==> config.mk <==
export PLATFORM = sky130hd
export DESIGN_NAME = cfg_reg_bank
export DESIGN_NICKNAME = d
export VERILOG_FILES = /design/src/rtl/cfg_reg_bank_pkg.sv /design/src/rtl/cfg_reg_bank_cs_sync.sv /design/src/rtl/cfg_reg_bank.sv
export SDC_FILE = /design/constraint.sdc
export NUM_CORES = 1
export LEC_CHECK = 0
export BUFFER_PORTS_ARGS = -buffer_cell sky130_fd_sc_hd__buf_2
export CAP_MARGIN = 10
export CORE_MARGIN = 2
export CORE_UTILIZATION = 45
export DETAILED_ROUTE_END_ITERATION = 16
export MAX_ROUTING_LAYER = met4
export PLACE_DENSITY = 0.72
export SYNTH_ARGS = -nofsm -noshare
export SYNTH_HDL_FRONTEND = slang
export SYNTH_HIERARCHICAL = 1
export SYNTH_SLANG_ARGS = --single-unit
==> constraint.sdc <==
create_clock -name clk -period 2.35 [get_ports clk]
set_input_delay 0.3525 -clock clk [delete_from_list [all_inputs] [get_ports clk]]
set_output_delay 0.3525 -clock clk [all_outputs]
set_load 0.005 [all_outputs]
==> src/rtl/cfg_reg_bank_pkg.sv <==
// Shared constants and types for the configuration register bank.
package cfg_reg_bank_pkg;

    localparam int unsigned DATA_W = 32;
    localparam int unsigned STAT_W = 48;
    localparam int unsigned WORD_W = 8;
    localparam int unsigned CNT_W  = 16;

    // Address map anchors (word indices)
    localparam logic [WORD_W-1:0] ERR_WORD  = 8'h3F;
    localparam logic [WORD_W-1:0] STAT_BASE = 8'h40;

    // Transaction state encoding
    localparam logic [2:0] ST_IDLE     = 3'd0;
    localparam logic [2:0] ST_WRITE    = 3'd1;
    localparam logic [2:0] ST_READ     = 3'd2;
    localparam logic [2:0] ST_ACK      = 3'd3;
    localparam logic [2:0] ST_WAIT_REL = 3'd4;

    // Host request captured at the start of a transaction
    typedef struct packed {
        logic              rw;
        logic [WORD_W-1:0] word;
        logic [DATA_W-1:0] wdata;
    } cfg_req_t;

endpackage

==> src/rtl/cfg_reg_bank_cs_sync.sv <==
// Multi-flop synchronizer bringing the host chip select into the clk domain.
module cs_sync #(
    parameter int unsigned STAGES = 2
) (
    input  logic clk,
    input  logic rst_n,
    input  logic cs_raw,
    output logic cs
);

    logic [STAGES-1:0] sync_q;

    // Shift the raw level through the synchronizer chain
    always_ff @(posedge clk or negedge rst_n) begin
        if (!rst_n) sync_q <= '0;
        else        sync_q <= STAGES'({sync_q, cs_raw});
    end

    assign cs = sync_q[STAGES-1];

endmodule

==> src/rtl/cfg_reg_bank.sv <==
// Host-accessible configuration register bank with status snapshots and sticky errors.
module cfg_reg_bank
    import cfg_reg_bank_pkg::*;
#(
    parameter int unsigned            NUM_RW   = 8,
    parameter int unsigned            NUM_STAT = 4,
    parameter logic [NUM_RW*32-1:0]   RW_RST   = '0,
    parameter int unsigned            TIMEOUT  = 255
) (
    input  logic                       clk,
    input  logic                       rst_n,
    input  logic                       cfg_cs_n,
    input  logic                       cfg_rw,
    input  logic [31:0]                cfg_addr,
    input  logic [31:0]                cfg_wdata,
    output logic                       cfg_ack_n,
    output logic [31:0]                cfg_rdata,
    input  logic [NUM_STAT*48-1:0]     stat_in,
    output logic [NUM_RW*32-1:0]       rw_regs,
    output logic [NUM_RW-1:0]          wr_pulse,
    output logic [1:0]                 err_flags
);

    logic                             cs;
    logic                             cs_req;
    logic [2:0]                       state_q, state_d;
    cfg_req_t                         req_q, req_d;
    logic                             ack_n_q, ack_n_d;
    logic [DATA_W-1:0]                rdata_q, rdata_d;
    logic [NUM_RW*32-1:0]             regs_q, regs_d;
    logic [NUM_RW-1:0]                pulse_q, pulse_d;
    logic [1:0]                       err_q, err_d, err_set;
    logic                             err_clr;
    logic [NUM_STAT-1:0][STAT_W-1:0]  shadow_q, shadow_d;
    logic [CNT_W-1:0]                 cnt_q, cnt_d;
    logic                             unused_ok;

    assign cs_req = ~cfg_cs_n;

    cs_sync #(.STAGES(2)) u_cs_sync (
        .clk    (clk),
        .rst_n  (rst_n),
        .cs_raw (cs_req),
        .cs     (cs)
    );

    // Next-state and datapath decode for one host transaction
    always_comb begin
        state_d  = state_q;
        req_d    = req_q;
        ack_n_d  = ack_n_q;
        rdata_d  = rdata_q;
        regs_d   = regs_q;
        pulse_d  = '0;
        shadow_d = shadow_q;
        cnt_d    = cnt_q;
        err_set  = '0;
        err_clr  = 1'b0;

        case (state_q)
            ST_IDLE: begin
                ack_n_d = 1'b1;
                rdata_d = '0;
                cnt_d   = '0;
                if (cs && ack_n_q) begin
                    req_d.rw    = cfg_rw;
                    req_d.word  = cfg_addr[9:2];
                    req_d.wdata = cfg_wdata;
                    state_d     = cfg_rw ? ST_READ : ST_WRITE;
                end
            end
            ST_WRITE: begin
                err_set[0] = 1'b1;
                for (int n = 0; n < NUM_RW; n++) begin
                    if (req_q.word == WORD_W'(n)) begin
                        regs_d[n*DATA_W +: DATA_W] = req_q.wdata;
                        pulse_d[n]                 = 1'b1;
                        err_set[0]                 = 1'b0;
                    end
                end
                state_d = ST_ACK;
            end
            ST_READ: begin
                rdata_d    = '0;
                err_set[0] = 1'b1;
                for (int n = 0; n < NUM_RW; n++) begin
                    if (req_q.word == WORD_W'(n)) begin
                        rdata_d    = regs_q[n*DATA_W +: DATA_W];
                        err_set[0] = 1'b0;
                    end
                end
                if (req_q.word == ERR_WORD) begin
                    rdata_d    = DATA_W'(err_q);
                    err_clr    = 1'b1;
                    err_set[0] = 1'b0;
                end
                // High half snapshots the full value so the low half read is coherent
                for (int n = 0; n < NUM_STAT; n++) begin
                    if (req_q.word == STAT_BASE + WORD_W'(2*n)) begin
                        rdata_d     = stat_in[n*STAT_W+16 +: DATA_W];
                        shadow_d[n] = stat_in[n*STAT_W +: STAT_W];
                        err_set[0]  = 1'b0;
                    end
                    if (req_q.word == STAT_BASE + WORD_W'(2*n+1)) begin
                        rdata_d    = {16'h0000, shadow_q[n][15:0]};
                        err_set[0] = 1'b0;
                    end
                end
                state_d = ST_ACK;
            end
            ST_ACK: begin
                if (!cs) begin
                    ack_n_d = 1'b1;
                    rdata_d = '0;
                    cnt_d   = '0;
                    state_d = ST_IDLE;
                end else if (cnt_q == CNT_W'(TIMEOUT)) begin
                    err_set[1] = 1'b1;
                    ack_n_d    = 1'b1;
                    rdata_d    = '0;
                    cnt_d      = '0;
                    state_d    = ST_WAIT_REL;
                end else begin
                    ack_n_d = 1'b0;
                    cnt_d   = cnt_q + CNT_W'(1);
                end
            end
            ST_WAIT_REL: begin
                if (!cs) state_d = ST_IDLE;
            end
            default: begin
                state_d = ST_IDLE;
                ack_n_d = 1'b1;
            end
        endcase

        // Clear-on-read loses to a flag raised in the same cycle
        err_d = (err_clr ? 2'b00 : err_q) | err_set;
    end

    // State and registered outputs
    always_ff @(posedge clk or negedge rst_n) begin
        if (!rst_n) begin
            state_q  <= ST_IDLE;
            req_q    <= '0;
            ack_n_q  <= 1'b1;
            rdata_q  <= '0;
            regs_q   <= RW_RST;
            pulse_q  <= '0;
            err_q    <= '0;
            shadow_q <= '0;
            cnt_q    <= '0;
        end else begin
            state_q  <= state_d;
            req_q    <= req_d;
            ack_n_q  <= ack_n_d;
            rdata_q  <= rdata_d;
            regs_q   <= regs_d;
            pulse_q  <= pulse_d;
            err_q    <= err_d;
            shadow_q <= shadow_d;
            cnt_q    <= cnt_d;
        end
    end

    assign cfg_ack_n = ack_n_q;
    assign cfg_rdata = rdata_q;
    assign rw_regs   = regs_q;
    assign wr_pulse  = pulse_q;
    assign err_flags = err_q;

    // Aliased address bits and the upper shadow bits are intentionally not decoded
    assign unused_ok = ^{cfg_addr[31:10], cfg_addr[1:0], shadow_q};

endmodule
**Word-level counts from Yosys, hierarchy flattened**

Cells that the tools add are included.

- Add/subtract/negate cells: 1
- Equality and inequality tests: 24
- Mux-type cells: 64
- Bitwise operators: 2
- Reduce and logical (&&, ||, !) cells: 22

Operators by type and width:

| cell | number |
|---|---|
| $mux 32 | 19 |
| $pmux 32 s3 | 1 |
| $eq 8x7->1 const B | 8 |
| $eq 8x3->1 const B | 4 |
| $mux 16 | 2 |
| $pmux 16 s2 | 1 |
| $mux 1 | 31 |
| $reduce_and 2->1 | 14 |
| $add 16x1->16 const B | 1 |
| $eq 16x8->1 const B | 1 |
| $eq 8x2->1 const B | 2 |
| $mux 3 | 4 |
| $pmux 3 s4 | 1 |
| $eq 8x1->1 const B | 1 |
| $eq 8x6->1 const B | 1 |
| $logic_not 8->1 | 1 |
| $mux 8 | 1 |
| $eq 3x2->1 const B | 2 |
| $mux 2 | 2 |
| $ne 2x2->1 const B | 2 |
| $pmux 1 s2 | 2 |
| $eq 3x1->1 const B | 1 |
| $eq 3x3->1 const B | 1 |
| $logic_not 3->1 | 1 |
| 9 further kinds | 9 |

- Flip-flop bits (word level): 424
- Bits of input ports: 260
- Output and inout bits: 299
- Logic and storage cells: 134

**Logic depth before layout (Yosys ltp)**

- Depth in word-level cells: 20
- Gate-level depth with buffers: 10
- Depth with buffers taken out: 7

**By module**

Netlist, hierarchy kept.

Modules (own cells, without submodules):

| module | times used | cells an instance | area an instance (µm²) | seq. area each (µm²) |
|---|---|---|---|---|
| cfg_reg_bank | 1 | 1,842 | 20,398.3 | 10,561.4 |
| cs_sync | 1 | 2 | 50.0 | 50.0 |

**Worst setup path before layout**

No wires, ideal clock.

- Kind: reg2reg
- Start point: register req_q[37] in the netlist's numbering
- End point: register rdata_q[15], in the netlist cfg_rdata[15]
- Library setup time: 0.124 ns
- Arrival time: 1.899 ns
- Data required time: 2.226 ns
- Path slack: 0.327 ns
- Cell stages (with the launch flop): 8
- Path buffers: 1
- Period minus slack after synthesis: 2.023 ns
- Path through: dfrtp_1 or4b_1 buf_4 nor2_8 nand2_1 o21ai_1 nor3_1 a211o_1

- Cells in the longest elaborated chain, start to end: 19
- Elaborated cells on any way between the ends: 35
- Classes of those cells: eq/ne: 16; mux: 18; reduce/logical: 1

Ends and longest elaborated chain:

| element | line | source |
|---|---|---|
| start, declared | cfg_reg_bank.sv:27 | `cfg_req_t req_q, req_d;` |
| start signal, assigned | cfg_reg_bank.sv:155 | `req_q <= req_d;` |
| $logic_not 8->1 | cfg_reg_bank.sv:87 | `if (req_q.word == WORD_W'(n)) begin` |
| $mux 32 (8 in series) | cfg_reg_bank.sv:87 |  |
| $mux 32 | cfg_reg_bank.sv:92 | `if (req_q.word == ERR_WORD) begin` |
| $mux 32 | cfg_reg_bank.sv:99 | `if (req_q.word == STAT_BASE + WORD_W'(2*n)) begin` |
| $mux 32 | cfg_reg_bank.sv:104 | `if (req_q.word == STAT_BASE + WORD_W'(2*n+1)) begin` |
| $mux 32 | cfg_reg_bank.sv:99 |  |
| $mux 32 | cfg_reg_bank.sv:104 |  |
| $mux 32 | cfg_reg_bank.sv:99 |  |
| $mux 32 | cfg_reg_bank.sv:104 |  |
| $mux 32 | cfg_reg_bank.sv:99 |  |
| $mux 32 (*) | cfg_reg_bank.sv:104 |  |
| $pmux 32 s3 (*) | cfg_reg_bank.sv:60 | `case (state_q)` |
| end signal, assigned | cfg_reg_bank.sv:157 | `rdata_q <= rdata_d;` |
| end, declared | cfg_reg_bank.sv:29 | `logic [DATA_W-1:0] rdata_q, rdata_d;` |

Mark *: on every way between the ends. The rest lies on a longest branch, timed or not.
A chain may end at the register's enable or synchronous reset.

**Worst setup path in the final report**

- Start point: register req_q[34] in the netlist's numbering
- End point: register rdata_q[1], in the netlist cfg_rdata[1]

The elaborated chain is that of the path after synthesis.

==> impl_results.md <==
- Outcome: finished with violations
- Failing checks: setup timing
- CTS clk-pin slew, worst paths: 0.06 ns
- Hold Path Origin: stat_in[101]
- Die H: approximately 220 microns
- GR Layer Usage met3: 6.499%
- Antenna violations before repair: 9
- Setup CP Type: flop to flop
- Clk_lat worst skew: around 0.6 ns
- RSZ-0062 raised after global routing: yes
- Final HPWL DP: slightly below 60 mm
- Critical path's slowest cell: dfrtp_2
- Worst-Margin Slew: 0.6390 ns
- FMAX: around 420 MHz
- Clock Tree Buf Depth: 3
- Area Overhead vs Synth: 31.73%
- Number of fill cells: 3,756
- First-pass GRT wire length: 117.9 mm
- Layout cells sized above 1: a little under half
- Most numerous cell in the Yosys netlist: dfrtp_1
- Worst setup EP type: flop
- Routed WL per cell: 25.83 microns
- Post-DRT Antenna Nets: 0
- Worst slew margin: 57.40%
- Synth async-reset ratio: 100.0%
- Critical Path Start: req_q[34]
- Drt via density: about 5.9
- Setup crit start kind: flop
- FF-to-FF End: cfg_rdata[1]
- Seq/Total Area, Yosys: 51.89%
- Post-synth top area share: 51.77%
- Final Non-Filler Cells: 3,111
- Main synth FF type: dfrtp_1
- R2R Path Start: req_q[34]
- Layout net count: 2,727
- Die Wd: 217.2 microns
- Met1 usage: a little under half
- Max Transition Viols Final: 0
- Syn Nets: 2,105
- R2R depth: 6
- Pin count of the biggest net entering global routing: 116
- # setup viols final: 1
- Root buf cell: clkbuf_16
- IO Port Bufs: 534
- Synth Warn #: 6
- Syn Inst Count: about 1,800
- Final Hold Fails: 0
- Leading cell types by count after synthesis: 423 x dfrtp_1, 313 x mux2_2, 293 x nand2_1
- Cell variety after synth: 71
- Final wirelength: 80.35 mm
- PwrDens: 1200 nW/um^2
- Overall Global Routing Usage: 34.33%
- Synthesized cell area: 20,450 sq um
- Maximum VDD drop: 0.7486 mV
- CP Max Fanout: 11
- Synthesized area per cell: 11.09 sq um
- H-tree depth: 2
- Vias in the first global route: 18,448
- Period minus WS final: 2.368 ns
- Arrival time worst endpoint: 2.83 ns
- Post-route core utilization: 59.74%
- Yosys top cell by area: dfrtp_1
- Initial Util: 45.35%
- Met2 Use GR: a little over half
- Core area: 45,090 sq um
- Skew final: between 0.015 and 0.02 ns
- DIE AREA: between 40,000 and 50,000 sq um
- Top post-synthesis cells by area: dfrtp_1 52%, mux2_2 17%, nand2_1 5.4%
- Leak Pwr: between 10 and 15 nW
- FP Rows: 78
- Critical Path RT: ~2.8 ns
- Hold path depth: 2
- CTS tree: yes
- Synth Register Bits: 424
- # IOs: between 500 and 600
- Post-synth EDFFs: 0
- Residual DRC: 0
- GRT overflow: 0
- Crit path cell chain: nor2b_2, a22oi_1, mux2_2, o22ai_1, a21oi_1, o41ai_1
- Hold Path Sink: shadow_q[101]
- Hold/Removal Path Class: primary input to flop
- Detailed Route Iter0 Violations: 1,730
- Placer Congestion: 0.9410
- CTS Buf Count: 47
- Via count: 18,505
- Max incr delay on CP: 0.51 ns
- Placed Cells: roughly 3,000
- Grt peak-use layer: met2
- Worst setup margin: -0.01763 ns
- TritonRoute pass-1 iters: 6
- MaxCap Viol Count: 0
- Fin crit share: 100.8%
- Setup slack, reg-to-reg: -0.02 ns
- TritonCTS sink count: approximately 420
==> registers in the layout, summed over array words and instances (netlist names) <==
name and flops:
cfg_ack_n 1, cfg_rdata 32, cnt_q 16, err_flags 2, req_q 40, rw_regs 256
shadow_q 64, state_q 3, u_cs_sync/sync_q 2, wr_pulse 8
==> worst max path at each step <==
stage	to	slack, ns	depth (start not counted)
5_1_grt	cfg_rdata[0]	-0.01	9
3_3_place_gp	cfg_rdata[12]	0.01	8
3_5_place_dp	cfg_rdata[14]	-0.07	8
2_1_floorplan	cfg_rdata[15]	0.33	7
4_1_cts	cfg_rdata[11]	0.007	8
6_report	cfg_rdata[1]	-0.02	6
==> worst max-delay path, delay by kind of cell (launching register included) <==
family | cells | cell delay [ns]
mux | 1 | 0.30
compound gates | 4 | 1.03
flops | 1 | 0.51
simple gates | 1 | 0.41
==> final cells by class <==
type,count,area [sq um],share of cell area [%]
well taps,600,750.7,2.787
diodes,9,22.52,0.08361
inverters,20,75.07,0.2787
clock buffers,70,1383,5.133
multi-input cells,1245,9178,34.07
clock inverters,15,261.5,0.9708
flip-flops and latches,424,10620,39.43
repair buffers,728,4646,17.25
==> stage by stage <==
stage	hold slack [ns]	setup TNS, ns	area (sq um)	power [mW]	setup WS [ns]
floorplan	0.05691	0	20450	17.82	0.3271
global placement	0.2522	0	24560	23.70	0.01011
detailed placement	0.2587	-0.2503	24560	24.12	-0.07448
CTS	0.0004075	0	26810	32.08	0.007020
global route	0.008145	-0.02382	26940	33.71	-0.01106
finish	0.009810	-0.01763	26940	32.32	-0.01763
==> logic make-up (layout without fill, tap and decap cells) <==
kind of cell	count (synthesis)	in the layout	share of synthesized area (%)
AO/OA/AOI/OAI	448	448	14.20
AND/OR/NAND/NOR	436	436	9.466
buffers and inverters	175	833	3.947
XOR/XNOR	3	3	0.1285
other	0	9	0
flip-flops	424	424	51.89
multiplexers	357	357	20.31
adder cells (fa/ha/maj)	1	1	0.06118
==> power by group <==
part / total, mW / internal (mW) / switching, mW
Combinational: 12.5 / 5.60 / 6.94
Clock: 7.82 / 4.73 / 3.08
Sequential: 12.0 / 9.57 / 2.38
Total: 32.3 / 19.9 / 12.4
==> per-layer routing <==
layer,routed length [microns],vias to the layer above
met5,0,-
met4,3667,0
met3,6487,219
met2,37260,1014
met1,32940,9327
li1,-,7945
==> cell usage in the layout, fill, tap and decap left out, types with 6 or more instances in the layout <==
master | Yosys | final
a211o_1 | 16 | 16
a211oi_1 | 17 | 17
a21oi_1 | 104 | 99
a222oi_1 | 8 | 8
a22o_1 | 12 | 12
a22oi_1 | 45 | 45
a31oi_1 | 13 | 13
and2_1 | 7 | 7
buf_12 | 0 | 28
buf_2 | 52 | 533
buf_4 | 4 | 105
bufinv_16 | 0 | 6
clkbuf_1 | 88 | 11
clkbuf_16 | 0 | 47
clkbuf_8 | 1 | 12
dfrtp_1 | 423 | 420
diode_2 | 0 | 9
dlygate4sd3_1 | 0 | 58
inv_1 | 18 | 17
mux2_2 | 313 | 313
mux2i_1 | 29 | 29
mux4_2 | 15 | 15
nand2_1 | 293 | 286
nand2_2 | 5 | 11
nand3_1 | 14 | 12
nand4_1 | 6 | 6
nor2_1 | 50 | 45
nor2_2 | 5 | 7
nor4_1 | 6 | 6
o21a_1 | 13 | 13
o21ai_0 | 117 | 117
o221ai_1 | 10 | 6
o22ai_1 | 20 | 19
o2bb2ai_1 | 14 | 14
o31ai_1 | 6 | 6
o32a_1 | 10 | 10
==> timing repair <==
item	in CTS	in global routing
pin swaps	0	4
setup endpoints to repair	10	36
hold buffers	58	0
endpoints found under the hold margin	87	0
setup buffers	0	4
resized for setup	7	17
Note: power is estimated with default switching activity, not from simulation.
